--- src/rtl/rf_write_tracer.sv ---
// Register-file write tracer: time-stamps qualifying register-file writes into a trace FIFO
// and raises halt_req on a watch match or a cycle timeout. Optional macro: TRACE_CHANGE_ONLY_EN.
module rf_write_tracer #(
  parameter int DW      = 32,
  parameter int AW      = 5,
  parameter int DEPTH   = 16,
  parameter int TSW     = 32,
  parameter int TIMEOUT = 0,
  parameter int IGN_R0  = 1,
  localparam int NREGS  = 2**AW,
  localparam int CW     = $clog2(DEPTH) + 1
) (
  input  logic             clk,
  input  logic             reset,
  input  logic             rf_we,
  input  logic [AW-1:0]    rf_wa,
  input  logic [DW-1:0]    rf_wd,
  input  logic [NREGS-1:0] trace_mask,
  input  logic             match_en,
  input  logic [AW-1:0]    match_addr,
  input  logic [DW-1:0]    match_data,
  output logic             trc_valid,
  input  logic             trc_ready,
  output logic [AW-1:0]    trc_addr,
  output logic [DW-1:0]    trc_data,
  output logic [TSW-1:0]   trc_stamp,
  output logic [CW-1:0]    count,
  output logic             overflow,
  output logic [15:0]      drop_cnt,
  output logic             match_hit,
  output logic             timeout,
  output logic             halt_req
);
  localparam int IW = $clog2(DEPTH);

  // Trace port handshake: the head entry transfers on any edge where trc_valid & trc_ready;
  // while trc_valid is high and trc_ready is low, the head outputs hold stable.

  logic [CW-1:0]  r_wr_ptr, r_rd_ptr;
  logic [AW-1:0]  r_mem_addr  [DEPTH];
  logic [DW-1:0]  r_mem_data  [DEPTH];
  logic [TSW-1:0] r_mem_stamp [DEPTH];
  logic [TSW-1:0] r_stamp;
  logic           r_overflow;
  logic [15:0]    r_drop_cnt;
  logic           r_match_hit;
  logic           r_timeout;

  logic          w_halt, w_r0, w_changed, w_qual, w_full, w_valid;
  logic          w_pop, w_push, w_drop, w_match, w_tmo_hit;
  logic [CW-1:0] w_count;
  logic [IW-1:0] w_wr_idx, w_rd_idx;

  assign w_halt   = r_match_hit | r_timeout;
  assign w_r0     = (IGN_R0 != 0) && (rf_wa == '0);
  assign w_count  = r_wr_ptr - r_rd_ptr;
  assign w_full   = (w_count == CW'(DEPTH));
  assign w_valid  = (w_count != '0);
  assign w_pop    = w_valid & trc_ready;
  assign w_qual   = rf_we & trace_mask[rf_wa] & ~w_r0 & ~w_halt & w_changed;
  assign w_push   = w_qual & (~w_full | w_pop);
  assign w_drop   = w_qual & w_full & ~w_pop;
  assign w_match  = match_en & rf_we & (rf_wa == match_addr) & (rf_wd == match_data) & ~w_r0;
  assign w_wr_idx = r_wr_ptr[IW-1:0];
  assign w_rd_idx = r_rd_ptr[IW-1:0];

`ifdef TRACE_CHANGE_ONLY_EN
  // Shadow tracks every write, even while frozen, so change detection stays accurate.
  logic [DW-1:0] r_shadow [NREGS];

  always_ff @(posedge clk or negedge reset) begin
    if (!reset) begin
      for (int i = 0; i < NREGS; i++) r_shadow[i] <= '0;
    end else if (rf_we) begin
      r_shadow[rf_wa] <= rf_wd;
    end
  end

  assign w_changed = (rf_wd != r_shadow[rf_wa]);
`else
  assign w_changed = 1'b1;
`endif

  generate
    if (TIMEOUT > 0) begin : g_tmo
      localparam int TCW = $clog2(TIMEOUT + 1);
      logic [TCW-1:0] r_tcnt;

      always_ff @(posedge clk or negedge reset) begin
        if (!reset) begin
          r_tcnt <= '0;
        end else if (r_tcnt != TCW'(TIMEOUT)) begin
          r_tcnt <= r_tcnt + 1'b1;
        end
      end

      assign w_tmo_hit = (r_tcnt == TCW'(TIMEOUT - 1));
    end else begin : g_no_tmo
      assign w_tmo_hit = 1'b0;
    end
  endgenerate

  always_ff @(posedge clk or negedge reset) begin
    if (!reset) begin
      r_wr_ptr    <= '0;
      r_rd_ptr    <= '0;
      r_stamp     <= '0;
      r_overflow  <= 1'b0;
      r_drop_cnt  <= '0;
      r_match_hit <= 1'b0;
      r_timeout   <= 1'b0;
    end else begin
      r_stamp <= r_stamp + 1'b1;
      if (w_push) r_wr_ptr <= r_wr_ptr + 1'b1;
      if (w_pop)  r_rd_ptr <= r_rd_ptr + 1'b1;
      if (w_drop) begin
        r_overflow <= 1'b1;
        if (r_drop_cnt != 16'hFFFF) r_drop_cnt <= r_drop_cnt + 16'd1;
      end
      if (w_match)   r_match_hit <= 1'b1;
      if (w_tmo_hit) r_timeout   <= 1'b1;
    end
  end

  // Storage needs no reset: head outputs are masked whenever the FIFO is empty.
  always_ff @(posedge clk) begin
    if (w_push) begin
      r_mem_addr[w_wr_idx]  <= rf_wa;
      r_mem_data[w_wr_idx]  <= rf_wd;
      r_mem_stamp[w_wr_idx] <= r_stamp;
    end
  end

  assign trc_valid = w_valid;
  assign trc_addr  = w_valid ? r_mem_addr[w_rd_idx]  : '0;
  assign trc_data  = w_valid ? r_mem_data[w_rd_idx]  : '0;
  assign trc_stamp = w_valid ? r_mem_stamp[w_rd_idx] : '0;
  assign count     = w_count;
  assign overflow  = r_overflow;
  assign drop_cnt  = r_drop_cnt;
  assign match_hit = r_match_hit;
  assign timeout   = r_timeout;
  assign halt_req  = w_halt;

endmodule

--- config.mk ---
export PLATFORM = sky130hd
export DESIGN_NAME = rf_write_tracer
export DESIGN_NICKNAME = d
export VERILOG_FILES = /design/src/rtl/rf_write_tracer.sv
export SDC_FILE = /design/constraint.sdc
export NUM_CORES = 1
export LEC_CHECK = 0
export CELL_PAD_IN_SITES_DETAIL_PLACEMENT = 1
export CELL_PAD_IN_SITES_GLOBAL_PLACEMENT = 1
export CORE_MARGIN = 5
export CORE_UTILIZATION = 30
export CTS_CLUSTER_SIZE = 12
export DETAILED_ROUTE_END_ITERATION = 8
export PLACE_DENSITY = 0.59
export REMOVE_ABC_BUFFERS = 1
export SLEW_MARGIN = 0
export SYNTH_ARGS = -nofsm -noshare
export SYNTH_HDL_FRONTEND = slang
export SYNTH_SLANG_ARGS = --single-unit
export TNS_END_PERCENT = 10
--- constraint.sdc ---
create_clock -name clk -period 10.5 [get_ports clk]
set_input_delay 2.1 -clock clk [delete_from_list [all_inputs] [get_ports clk]]
set_output_delay 2.1 -clock clk [all_outputs]
set_load 0.02 [all_outputs]
Yosys cells after proc, flatten, opt, wreduce, memory -nomap -nowiden --
Memory sizes are Yosys's and may differ from the RTL's. Cells that the tools add are included.
Storage, ports and cells: bits of input ports 111, logic and storage cells 45, RAM bits 1104, output and inout port bits 95, memories 3, bits in registers 60
Operators by class: equal/unequal tests 4, add/sub/neg operators 5, reductions and logical operators 3, bitwise logic cells 16, muxes and demuxes 7, order comparisons 1
Memories:
- r_mem_data | depth 16, bits a word 32, read ports 1, clocked after memory_dff 0, wr ports 1, RTL line 41 | logic [DW-1:0] r_mem_data [DEPTH];
- r_mem_stamp | depth 16, bits a word 32, read ports 1, clocked after memory_dff 0, wr ports 1, RTL line 42 | logic [TSW-1:0] r_mem_stamp [DEPTH];
- r_mem_addr | depth 16, bits a word 5, read ports 1, clocked after memory_dff 0, wr ports 1, RTL line 40 | logic [AW-1:0] r_mem_addr [DEPTH];
Operators with widths (number):
- 2-to-1 mux 32 bit | 2
- adder 32 x 1 -> 32 bit (second input constant) | 1
- == test 32 bit | 1
- adder 16 x 1 -> 16 bit (second input constant) | 1
- != test 16 bit (second input constant) | 1
- AND 1 bit | 11
- adder 5 x 1 -> 5 bit (second input constant) | 2
- less-than comparator 5 x 6 -> 1 bit (second input constant) | 1
- binary-select mux 1 bit (select 5 bit) | 1
- == test 5 bit | 1
- == test 5 bit (second input constant) | 1
- zero test 5 bit | 1
- 2-to-1 mux 5 bit | 1
- nonzero test 5 bit | 1
- subtractor 5 bit | 1
- inverter 1 bit | 4
- 2-to-1 mux 1 bit | 3
- AND reduction 2 bit | 1
- bitwise OR 1 bit | 1

Depth between registers and ports, before layout --
depth in word-level cells 8, mapped depth 12

Least setup slack after synthesis --
Ideal clock, no wire load.
path kind input to register, start in rf_wa[1], end mem r_mem_addr[10][0], enable pin, stages on the path 7, data arrival time 9855 ps, library setup time 666 ps, path slack -20 ps, data required time 9834 ps, buffers on the path 2, path through buf_6 buf_12 mux2i_1 a22oi_2 nand2_2 a311o_4 nor4_1
On the way: cells in the longest elaborated chain, start to end 8, elaborated cells on any way between the ends 10, those cells by class mux (4); bitwise (5); reduce/logical (1)
Ends and longest elaborated chain:
- from (decl) | RTL line 16 | input logic [AW-1:0] rf_wa,
- binary-select mux 1 bit (select 5 bit) | RTL line 60 | assign w_qual = rf_we & trace_mask[rf_wa] & ~w_r0 & ~w_halt & w_changed;
- 2-to-1 mux 1 bit (not written as such) | RTL line 60
- AND 1 bit | RTL line 60
- AND 1 bit * (2 in series) | RTL line 60
- AND 1 bit * | RTL line 61 | assign w_push = w_qual & (~w_full | w_pop);
- 2-to-1 mux 1 bit * | RTL line 127 | if (w_push) begin
- 2-to-1 mux 1 bit (not written as such) * | RTL line 128 | r_mem_addr[w_wr_idx] <= rf_wa;
- to (decl) | RTL line 40
Every way passes the cells marked *; elsewhere a longest branch is shown, timed or not. The select of a mux whose other input is x is not followed.

Worst setup path in the final report --
start reg r_rd_ptr[0], end out trc_stamp[9]
On the way: cells in the longest elaborated chain, start to end 3, elaborated cells on any way between the ends 4, those cells by class add/sub (1); mux (1); reduce/logical (1); memory (1)
Ends and longest elaborated chain:
- from (decl) | RTL line 39 | logic [CW-1:0] r_wr_ptr, r_rd_ptr;
- from (signal assigned) | RTL line 115 | if (w_pop) r_rd_ptr <= r_rd_ptr + 1'b1;
- subtractor 5 bit | RTL line 56 | assign w_count = r_wr_ptr - r_rd_ptr;
- nonzero test 5 bit | RTL line 58 | assign w_valid = (w_count != '0);
- 2-to-1 mux 32 bit * | RTL line 137 | assign trc_stamp = w_valid ? r_mem_stamp[w_rd_idx] : '0;
- to (decl) | RTL line 26 | output logic [TSW-1:0] trc_stamp,
Every way passes the cells marked *; elsewhere a longest branch is shown, timed or not.

==> results.yml <==
synth:
  synth_area_mm2: 0.0458
  synth.most_common_cell: "edfxtp_1"
  synthCells: 1991
  synth_edf_count: 1104
  synth.distinct_cells: 58
  async_flop_share_pct: 5.15
  synth_top_area_share_pct: 72.3
  yosysTopAreaCell: "edfxtp_1"
  ys.flop_type: "edfxtp_1"
  ys_top_cells_by_count: "edfxtp_1 (1104), mux4_2 (345), and2_1 (74)"
  synth_warnings: 0
  yosysSeqAreaShare_pct: 75.6
  syn_avg_cell_area_um2: 23.0
  synth-seq-cells: 1164
  synth_area_leaders: "edfxtp_1 (72%), mux4_2 (17%), dfrtp_1 (3.3%), and2_1 (1.0%), xnor2_1 (0.96%)"
power_and_ir_drop:
  p_sw_w: 0.00451
  power.internal_w: 0.0102
  power_w: 0.0147
  p_leak_nw: 16.6
  switching_share_pct: 30.7
  clock_power_share_pct: 29.2
  p_per_area_mw_per_mm2: 271
  irDropWorstVdd_mv: 0.159
  pwr-share-comb_pct: 32.2
  p_seq_share_pct: 38.6
die:
  die_height_um: 401
  core_mm2: 0.152
  die_x_um: 401
  start_util_pct: 30.2
  row_count: 143
  ios: 206
  dieArea_mm2: 0.161
worst_hold_path:
  hp-class: "register to register"
clocking:
  cts_tree: "yes"
  cts_buffers: 131
  clock_tree.root_cell: "clkbuf_16"
  clk_latency_ns: 0.76
  hold_buffers: 0
  cts.sinks: 1164
  cts_buffer_depth: 3
  cts_setup_buffers: 0
  ctsResizeCount: 0
  cts_max_level: 4
  path_clk_slew_ns: 0.06
timing:
  final-hold-violation-count: 0
  setup_viol: 0
  slew_headroom_pct: 14.2
  fmax_ghz: 0.130
  worst_pin_slew_ns: 1.28
  rsz0062_at_grt: "no"
  finClkSkew_ns: 0.0314
  finalCriticalPeriod_ns: 7.72
  slew_viol_final: 0
  holdWs_ns: 0.486
  period_share_pct: 73.5
critical_path:
  path_delay_family: "buffers and inverters"
  cp_max_fo: 49
  end_kind: "output pin"
  max_stage_delay_ns: 1.01
  critical_path_required_ns: 8.40
  crit_arrival_ns: 5.62
  startpoint_type: "register"
  critPathKind: "register to output pin"
  cp_num_buf_inv: 3
  timing.critical_path.cells: "buf_4, buf_4, mux4_2, mux4_2, and2_1, clkdlybuf4s50_1"
  crit_slowest_cell: "dfrtp_4"
place:
  port_buffers: 204
  dp_hpwl_um: 63400
  place_inst: 4162
  place.gp.congestion: 0.702
  postPlaceCellArea_mm2: 0.0502
route:
  vias: 21517
  drt_iter0_drc: 1671
  via_per_inst: 4.90
  detail_route.wirelength_um: 120000
  dr.pass1.iters: 5
  drcViolationCount: 0
  avgRoutedWirePerCell_um: 27.3
  drtAntennaViolNets: 0
final_layout:
  layout.cells.non_filler: 4395
  stdcell_area_mm2: 0.0542
  area_delta_synth_final_pct: 18.2
  utilization_pct: 35.7
  fillers: 14639
  ff_latch_area_mm2: 0.0347
  drive_gt1_share_pct: 25.0
  layout.nets: 2388
  multiInputGateArea_mm2: 0.0106
flow_run:
  drv_cap: 0
global_routing:
  track_usage_pct: 14.8
  grt_pass1_wl_um: 172000
  first_global_vias: 23693
  grt_remaining_overflow: 0
  grt_start_max_net_pins: 123
  antenna_found_initial: 6
status:
  outcome: "finished, final reports clean"
## sequential cells by signal, summed over array words and instances, names as in the netlist
name	flops
r_mem_data	512
match_hit	1
drop_cnt	16
r_wr_ptr	5
r_mem_stamp	512
r_stamp	32
overflow	1
r_rd_ptr	5
r_mem_addr	80
## placed cells by master, fill, tap and decap left out, types with 16 or more instances in the layout
cell type,count
edfxtp_1,1104
mux4_2,345
clkdlybuf4s50_1,203
clkbuf_16,135
and2_1,74
dfrtp_1,57
xnor2_1,50
xor2_1,44
clkbuf_1,35
buf_4,33
clkinv_1,26
nand2_1,24
nand3_1,19
nor2_1,18
mux2i_1,17
nand4_1,16
## power groups by stage
| stage | Sequential, W | Clock [W] | Combinational, W |
|---|---|---|---|
| 2_1_floorplan | 0.00600 | 0 | 0.00346 |
| 3_3_place_gp | 0.00574 | 0 | 0.00482 |
| 3_5_place_dp | 0.00577 | 0 | 0.00486 |
| 4_1_cts | 0.00568 | 0.00441 | 0.00489 |
| 5_1_grt | 0.00570 | 0.00463 | 0.00505 |
| 6_report | 0.00567 | 0.00428 | 0.00473 |
## layout make-up
| cell class | count | area share [%] |
|---|---|---|
| diodes | 4 | 0.0185 |
| clock buffers | 172 | 6.53 |
| clock inverters | 57 | 0.827 |
| inverters | 12 | 0.0947 |
| multi-input cells | 719 | 19.6 |
| flip-flops and latches | 1164 | 64.0 |
| well taps | 2030 | 4.69 |
| repair buffers | 237 | 4.24 |
## path summary, 6_finish.rpt
check,slack (ns),cells past startpoint,end,from
hold / removal,0.49,1,overflow,overflow
min in group asynchronous,1.23,1,drop_cnt[15],reset
max in group asynchronous,8.22,2,r_rd_ptr[2],reset
hold reg to reg,0.49,1,overflow,overflow
setup / recovery,2.78,6,trc_stamp[9],r_rd_ptr[0]
setup reg to reg,5.32,9,r_mem_stamp[2][2],r_rd_ptr[2]
## through the flow
stage               setup TNS [ns]  worst slack [ns]
finish                           0              2.78
global route                     0              2.22
CTS                              0              2.49
detailed placement               0              3.36
global placement                 0              3.43
floorplan                 -5801.48             -9.21
## cells by family (layout without fill, tap and decap cells)
group / Yosys count / after routing / share of synthesized area (%)
DFF: 1164 / 1164 / 75.6
muxes: 366 / 366 / 17.4
and+or+nand+nor: 224 / 224 / 2.97
buffers and inverters: 108 / 478 / 1.35
xor gates and xnor gates: 94 / 94 / 1.80
AOI/OAI and AO/OA: 22 / 22 / 0.489
adders and majority gates: 12 / 12 / 0.344
other: 1 / 5 / 0.00818
## per-layer routing
| metal | vias to the layer above | global-route usage, % | part of all wire, % |
|---|---|---|---|
| met2 | 613 | 24.2 | 49 |
| li1 | 8947 | - | - |
| met4 | 4 | 3.59 | 1.7 |
| met1 | 11800 | 19.9 | 43 |
| met5 | - | 0 | 0.019 |
| met3 | 153 | 3.55 | 6.0 |
Power figures use the tool's default switching activity.
